--- src/rtl/axis_frame_arbiter.sv ---
// axis_frame_arbiter
//   Frame-granular 2:1 AXI-Stream arbiter. Two image sources share one pixel
//   input of the datapath. A source wins ownership only with a start-of-frame
//   beat (tvalid && tuser) and keeps it until cfg_rows rows (tlast handshakes)
//   have passed. Ties between simultaneous SOF requests go round-robin,
//   alternating per completed frame.
//
// Ports
//   clk, reset            rising-edge clock, synchronous active-high reset
//   cfg_rows              rows per frame, latched at grant (0 acts as 1)
//   s0_axis_*, s1_axis_*  source streams (tvalid/tdata/tlast/tuser in, tready out)
//   m_axis_*              datapath stream (tvalid/tdata/tlast/tuser out, tready in)
//   grant                 one-hot current owner, 00 when idle
//   frame_done            one-cycle pulse after the last beat of a frame
//   err_no_sof            one-cycle pulse after a stray non-SOF beat is dropped
//   err_mid_sof           one-cycle pulse after tuser is accepted mid-frame
module axis_frame_arbiter #(
    parameter int C_S_AXIS_TDATA_WIDTH = 32,
    parameter int ROW_CNT_WIDTH        = 16
) (
    input  logic                            clk,
    input  logic                            reset,
    input  logic [ROW_CNT_WIDTH-1:0]        cfg_rows,
    input  logic                            s0_axis_tvalid,
    input  logic [C_S_AXIS_TDATA_WIDTH-1:0] s0_axis_tdata,
    input  logic                            s0_axis_tlast,
    input  logic                            s0_axis_tuser,
    output logic                            s0_axis_tready,
    input  logic                            s1_axis_tvalid,
    input  logic [C_S_AXIS_TDATA_WIDTH-1:0] s1_axis_tdata,
    input  logic                            s1_axis_tlast,
    input  logic                            s1_axis_tuser,
    output logic                            s1_axis_tready,
    output logic                            m_axis_tvalid,
    output logic [C_S_AXIS_TDATA_WIDTH-1:0] m_axis_tdata,
    output logic                            m_axis_tlast,
    output logic                            m_axis_tuser,
    input  logic                            m_axis_tready,
    output logic [1:0]                      grant,
    output logic                            frame_done,
    output logic                            err_no_sof,
    output logic                            err_mid_sof
);

    typedef enum logic {S_IDLE, S_ACTIVE} state_t;

    state_t                   state_q, state_d;
    logic [1:0]               grant_q, grant_d;
    logic                     ptr_q, ptr_d;        // source preferred on a tie
    logic [ROW_CNT_WIDTH-1:0] rows_l_q, rows_l_d;
    logic [ROW_CNT_WIDTH-1:0] row_cnt_q, row_cnt_d;
    logic                     first_q, first_d;    // next owner handshake is the SOF beat
    logic                     frame_done_q, frame_done_d;
    logic                     err_no_sof_q, err_no_sof_d;
    logic                     err_mid_sof_q, err_mid_sof_d;

    logic                            active;
    logic                            own1;
    logic                            own_valid, own_last, own_user;
    logic [C_S_AXIS_TDATA_WIDTH-1:0] own_data;
    logic                            req0, req1, stray0, stray1, win1, hs;

    assign active = (state_q == S_ACTIVE);
    assign own1   = grant_q[1];
    assign req0   = s0_axis_tvalid & s0_axis_tuser;
    assign req1   = s1_axis_tvalid & s1_axis_tuser;
    assign stray0 = s0_axis_tvalid & ~s0_axis_tuser;
    assign stray1 = s1_axis_tvalid & ~s1_axis_tuser;

    always_comb begin
        own_valid = own1 ? s1_axis_tvalid : s0_axis_tvalid;
        own_data  = own1 ? s1_axis_tdata  : s0_axis_tdata;
        own_last  = own1 ? s1_axis_tlast  : s0_axis_tlast;
        own_user  = own1 ? s1_axis_tuser  : s0_axis_tuser;
    end

    // Zero-latency pass-through from the owner; sideband zeroed when no beat.
    assign m_axis_tvalid = active & own_valid;
    assign m_axis_tdata  = m_axis_tvalid ? own_data : '0;
    assign m_axis_tlast  = m_axis_tvalid & own_last;
    assign m_axis_tuser  = m_axis_tvalid & own_user;
    assign hs            = m_axis_tvalid & m_axis_tready;

    // Idle: non-SOF beats are accepted and discarded, SOF beats wait for grant.
    // Active: only the owner sees the datapath ready; the other source is held.
    assign s0_axis_tready = active ? (grant_q[0] & m_axis_tready) : stray0;
    assign s1_axis_tready = active ? (grant_q[1] & m_axis_tready) : stray1;

    assign grant       = grant_q;
    assign frame_done  = frame_done_q;
    assign err_no_sof  = err_no_sof_q;
    assign err_mid_sof = err_mid_sof_q;

    always_comb begin
        state_d       = state_q;
        grant_d       = grant_q;
        ptr_d         = ptr_q;
        rows_l_d      = rows_l_q;
        row_cnt_d     = row_cnt_q;
        first_d       = first_q;
        frame_done_d  = 1'b0;
        err_no_sof_d  = 1'b0;
        err_mid_sof_d = 1'b0;
        win1          = (req0 & req1) ? ptr_q : req1;
        if (!active) begin
            err_no_sof_d = stray0 | stray1;
            if (req0 | req1) begin
                state_d   = S_ACTIVE;
                grant_d   = win1 ? 2'b10 : 2'b01;
                rows_l_d  = (cfg_rows == '0) ? ROW_CNT_WIDTH'(1) : cfg_rows;
                row_cnt_d = '0;
                first_d   = 1'b1;
            end
        end else if (hs) begin
            first_d       = 1'b0;
            err_mid_sof_d = own_user & ~first_q;
            if (own_last) begin
                row_cnt_d = row_cnt_q + ROW_CNT_WIDTH'(1);
                if (row_cnt_q == rows_l_q - ROW_CNT_WIDTH'(1)) begin
                    state_d      = S_IDLE;
                    grant_d      = 2'b00;
                    frame_done_d = 1'b1;
                    ptr_d        = ~own1;   // other source wins the next tie
                end
            end
        end
    end

    always_ff @(posedge clk) begin
        if (reset) begin
            state_q       <= S_IDLE;
            grant_q       <= 2'b00;
            ptr_q         <= 1'b0;
            rows_l_q      <= ROW_CNT_WIDTH'(1);
            row_cnt_q     <= '0;
            first_q       <= 1'b0;
            frame_done_q  <= 1'b0;
            err_no_sof_q  <= 1'b0;
            err_mid_sof_q <= 1'b0;
        end else begin
            state_q       <= state_d;
            grant_q       <= grant_d;
            ptr_q         <= ptr_d;
            rows_l_q      <= rows_l_d;
            row_cnt_q     <= row_cnt_d;
            first_q       <= first_d;
            frame_done_q  <= frame_done_d;
            err_no_sof_q  <= err_no_sof_d;
            err_mid_sof_q <= err_mid_sof_d;
        end
    end

endmodule

--- config.mk ---
export PLATFORM = sky130hd
export DESIGN_NAME = axis_frame_arbiter
export DESIGN_NICKNAME = d
export VERILOG_FILES = /design/src/rtl/axis_frame_arbiter.sv
export SDC_FILE = /design/constraint.sdc
export NUM_CORES = 1
export LEC_CHECK = 0
export CAP_MARGIN = 5
export CORE_ASPECT_RATIO = 2
export CORE_UTILIZATION = 46
export CTS_BUF_LIST = sky130_fd_sc_hd__clkbuf_8
export CTS_CLUSTER_SIZE = 10
export DETAILED_ROUTE_END_ITERATION = 10
export MAX_ROUTING_LAYER = met4
export PLACE_DENSITY_LB_ADDON = 0.1
export RECOVER_POWER = 50
export SLEW_MARGIN = 0
export SYNTH_ARGS = -nofsm -noshare
export SYNTH_HDL_FRONTEND = slang
export SYNTH_SLANG_ARGS = --single-unit
--- constraint.sdc ---
create_clock -name clk -period 6.5 [get_ports clk]
set_input_delay 1.625 -clock clk [delete_from_list [all_inputs] [get_ports clk]]
set_output_delay 1.625 -clock clk [all_outputs]
set_load 0.1 [all_outputs]
# Word-level counts from Yosys, hierarchy flattened
# Index checks and enable logic that the tools add are counted.
# op_classes
n_addsub,2
n_eq_ne,4
mux,28
n_bitwise,21
n_reduce_logical,10
# op_table
operator,n
$mux 16,5
$mux 32,2
$add 16x1->16 const B,1
$eq 16x16->1,1
$logic_not 16->1,1
$sub 16x1->16 const B,1
$mux 1,15
$and 1x1->1,12
$mux 2,6
$reduce_and 4->1,2
$not 1->1,7
$ne 2x1->1 const B,3
$reduce_and 2->1,2
$reduce_or 4->1,1
$reduce_and 3->1,1
$reduce_or 3->1,1
$or 1x1->1,2
$reduce_bool 2->1,1
$reduce_or 2->1,1
# totals
register_bits,40
input_bits,89
output_inout_bits,42

# Longest topological paths before layout
# logic_depth
depth_word,6
depth_mapped,9
mapped_depth_nobuf,8

# Worst setup path after synthesis
# OpenSTA, ideal clock, no wires.
# synth_path
kind,input -> output
start,input port s1_axis_tuser
end,output port s1_axis_tready
t_arrival_ns,3.873
required_ns,4.875
path_slack_ns,1.002
path_stages,2
path_buffers,0
path_cell_list,nand2b_1 > o21ai_0
# synth_between
elab_chain_len,3
# synth_rtl
element,line_no,rtl
from (decl),32,"input logic s1_axis_tuser,"
$not 1->1,68,assign stray1 = s1_axis_tvalid & ~s1_axis_tuser;
$and 1x1->1,68,
$mux 1,87,assign s1_axis_tready = active ? (grant_q[1] & m_axis_tready) : stray1;
to (decl),33,"output logic s1_axis_tready,"
# No other way between the ends.

# Worst setup path after layout
# layout_path
start,input port s0_axis_tuser
end,output port s0_axis_tready
# layout_between
elab_chain_len,3
# layout_rtl
element,line_no,rtl
from (decl),27,"input logic s0_axis_tuser,"
$not 1->1,67,assign stray0 = s0_axis_tvalid & ~s0_axis_tuser;
$and 1x1->1,67,
$mux 1,86,assign s0_axis_tready = active ? (grant_q[0] & m_axis_tready) : stray0;
to (decl),28,"output logic s0_axis_tready,"
# No other way between the ends.

==> results by group <==
Status
  • Status: finished, final reports clean

Route
  • WL final: ~8600 µm
  • DR iter-0 viols: roughly 130
  • DRT Pass-1 Iters: 4
  • Vias/cell: 5.43
  • Remaining DRCs: 0
  • Detail Route Antenna Nets: 0
  • DR WL/cell: 16.1 µm
  • Vias: a little under 3k

Setup path
  • FF-to-FF End: ptr_q
  • Setup CP Type: primary input to output pin
  • Worst EP required: a little under 5 ns
  • Worst reg-to-reg path cell count: 8
  • Worst path arrival time: 3.73 ns
  • R2r startpoint: rows_l_q[0]
  • Crit. Startpoint: s0_axis_tuser
  • Startpoint types: primary input
  • Max incr delay on CP: 1.17 ns
  • CP max-delay cell: clkdlybuf4s50_1
  • Crit end category: output pin
  • CP cell instances: dlygate4sd3_1, nand2b_1, o21ai_0, clkdlybuf4s50_1
  • Reg2Reg Setup Slack: around 3.4 ns
  • Maximum fanout along the worst path: 3
  • Critical Path Sink: s0_axis_tready

GRT
  • Largest net degree at the start of global routing: 31
  • Number of global-route vias before repair: 2856
  • Overflow after GRT: 0
  • Overall routing resource usage: between 20 and 30%
  • First-pass GRT wire length: 13800 µm
  • Initial antenna violation count: 0

Cells and area
  • Layout cells sized above 1: 11.0%
  • Diode count: 0
  • Layout Nets: 561
  • Multi-input logic area: 1790 µm²
  • Register area: 802 µm²
  • Filler Cell Count: ~470
  • Area added between synthesis and finish: 48.9%

Power and ir drop
  • P per Cell Area: 199 nW/µm²
  • Worst VDD drop: 0.000209 V
  • Leak Pwr: 1.50 nW

Placed design
  • Placement Setup Slack: 1.26 ns
  • IO buf count: 130
  • Post-DP HPWL: about 7000 µm
  • RD Place Congestion: 0.861

CTS
  • Clk Latency, worst-skew pair: 0.30 ns
  • Post-CTS Resized: 0
  • Post-CTS Setup Inserts: 0
  • Worst-case clock buffer depth: 2
  • Clock sink count: 40
  • CTS Hold Bufs: 0
  • Num CTS Buffers: 5
  • CTS clk-pin slew, worst paths: 0.08 ns
  • H-tree lvl count: 2
  • CTS tree: built
  • Clock Tree Root: clkbuf_8

Floorplanning
  • Die height: 111 µm
  • Die X: roughly 56 µm
  • Ports: 131
  • Starting density of the core: a little under half
  • Row count: 39
  • CORE AREA: 5710 µm²
  • Die Footprint: 6240 µm²

Synth
  • Sequential area share after synthesis: approximately 29%
  • Syn nets: 441
  • Largest area contributor in the netlist: dfxtp_1
  • Top cell type's share of synthesized area: 29.5%
  • Post-synth EDFFs: 0
  • Synth Warn #: 0
  • Main synth FF type: dfxtp_1
  • Netlist cell types: 49
  • Post-synth ARST share: 0%
  • Register bit total from synthesis: 40
  • Top-count cell post-synth: nor2_1
  • Top post-synthesis cells by count: nor2_1 (53), nand2_1 (41), dfxtp_1 (40)
  • Synth area leaders: dfxtp_1 (29%), mux2i_1 (13%), xnor2_1 (7.4%)
  • Mapped Area: 2720 µm²
  • Gate Count Post-Synth: 350
  • Syn avg cell area: a little under 8 µm²

STA
  • RSZ-0062 raised after global routing: false
  • Worst Tran Pin Value: 0.988 ns
  • Final setup TNS: 0 ns
  • Setup Skew: roughly 0.007 ns
  • Final min period: 5.36 ns
  • Fin. max-slew vios: 0
  • Fmax: about 190 MHz
  • Hold WS: 0.425 ns
  • # setup viols final: 0
  • Period utilisation layout: about 80%
  • Final hold violation count: 0
  • Setup WS post-layout: 1.14 ns
  • Relative slew slack: 33.9%

Worst hold path
  • Worst Hold Class: flop to flop

Job
  • Max-cap viol count: 0
-- cells by family (layout without fill, tap and decap cells) --
| family | after synthesis | after routing | share of synthesized area (%) |
|---|---|---|---|
| DFF | 40 | 40 | 29.5 |
| AOI/OAI and AO/OA | 54 | 54 | 13.3 |
| adders and majority gates | 2 | 2 | 0.921 |
| and+or+nand+nor | 156 | 156 | 28.3 |
| muxes | 39 | 39 | 14.5 |
| buffers and inverters | 30 | 151 | 4.19 |
| xor gates and xnor gates | 29 | 29 | 9.35 |
-- layout make-up --
cell class                      instances  share of cell area (%)
Clock inverter                          3                   0.958
Clock buffer                            5                    1.70
Tap cell                               61                    1.89
Multi-Input combinational cell        280                    44.2
Inverter                               10                   0.927
Timing Repair Buffer                  133                    30.5
Sequential cell                        40                    19.8
-- stage by stage --
step           cell area (µm²)  util [%]  total power [mW]  std cells
2_1_floorplan             2720         -             0.509        350
3_3_place_gp              3960      69.3             0.611        524
3_5_place_dp              3960      69.3             0.616        524
4_1_cts                   4060      71.2             0.815        532
5_1_grt                   4050      70.9             0.841        532
6_report                  4050      70.9             0.805        532
-- where the power goes --
group,switching (mW),leakage (nW),internal (mW)
Sequential,0.0188,0.326,0.257
Combinational,0.207,1.11,0.123
Clock,0.0865,0.0593,0.112
-- worst min-delay path by stage --
stage	from	to	slack, ns	depth (start not counted)
floorplan	first_q	err_mid_sof	0.40	1
global placement	first_q	err_mid_sof	0.41	1
detailed placement	first_q	err_mid_sof	0.42	1
CTS	first_q	err_mid_sof	0.43	1
global route	first_q	err_mid_sof	0.44	1
finish	first_q	err_mid_sof	0.42	1
-- layer usage --
layer  up-vias  track usage, %  part of all wire (%)
met5         -               -                     0
met1      1285            27.0                    36
met3        25            6.88                   6.8
met2       112            52.5                    52
li1       1465               -                     -
met4         0            17.1                   4.6
-- cell usage in the layout (no fill, tap or decap), types with 3 or more instances in the layout --
cell	n
or3_1	9
clkbuf_8	5
nor2b_1	3
nor2_1	53
mux2i_1	36
a21oi_1	24
inv_1	11
nor4_1	12
clkdlybuf4s50_1	87
xor2_1	6
dfxtp_1	39
nand2_1	41
dlygate4sd3_1	8
nand2b_1	6
nand3_1	9
o21ai_0	9
nor3_1	8
xnor2_1	23
buf_4	38
-- critical path, delay by kind of cell --
kind | cells | cell delay (ns)
AOI/OAI and AO/OA | 1 | 0.19
and+or+nand+nor | 1 | 0.17
buffers and inverters | 2 | 1.74
Power figures use the tool's default switching activity.
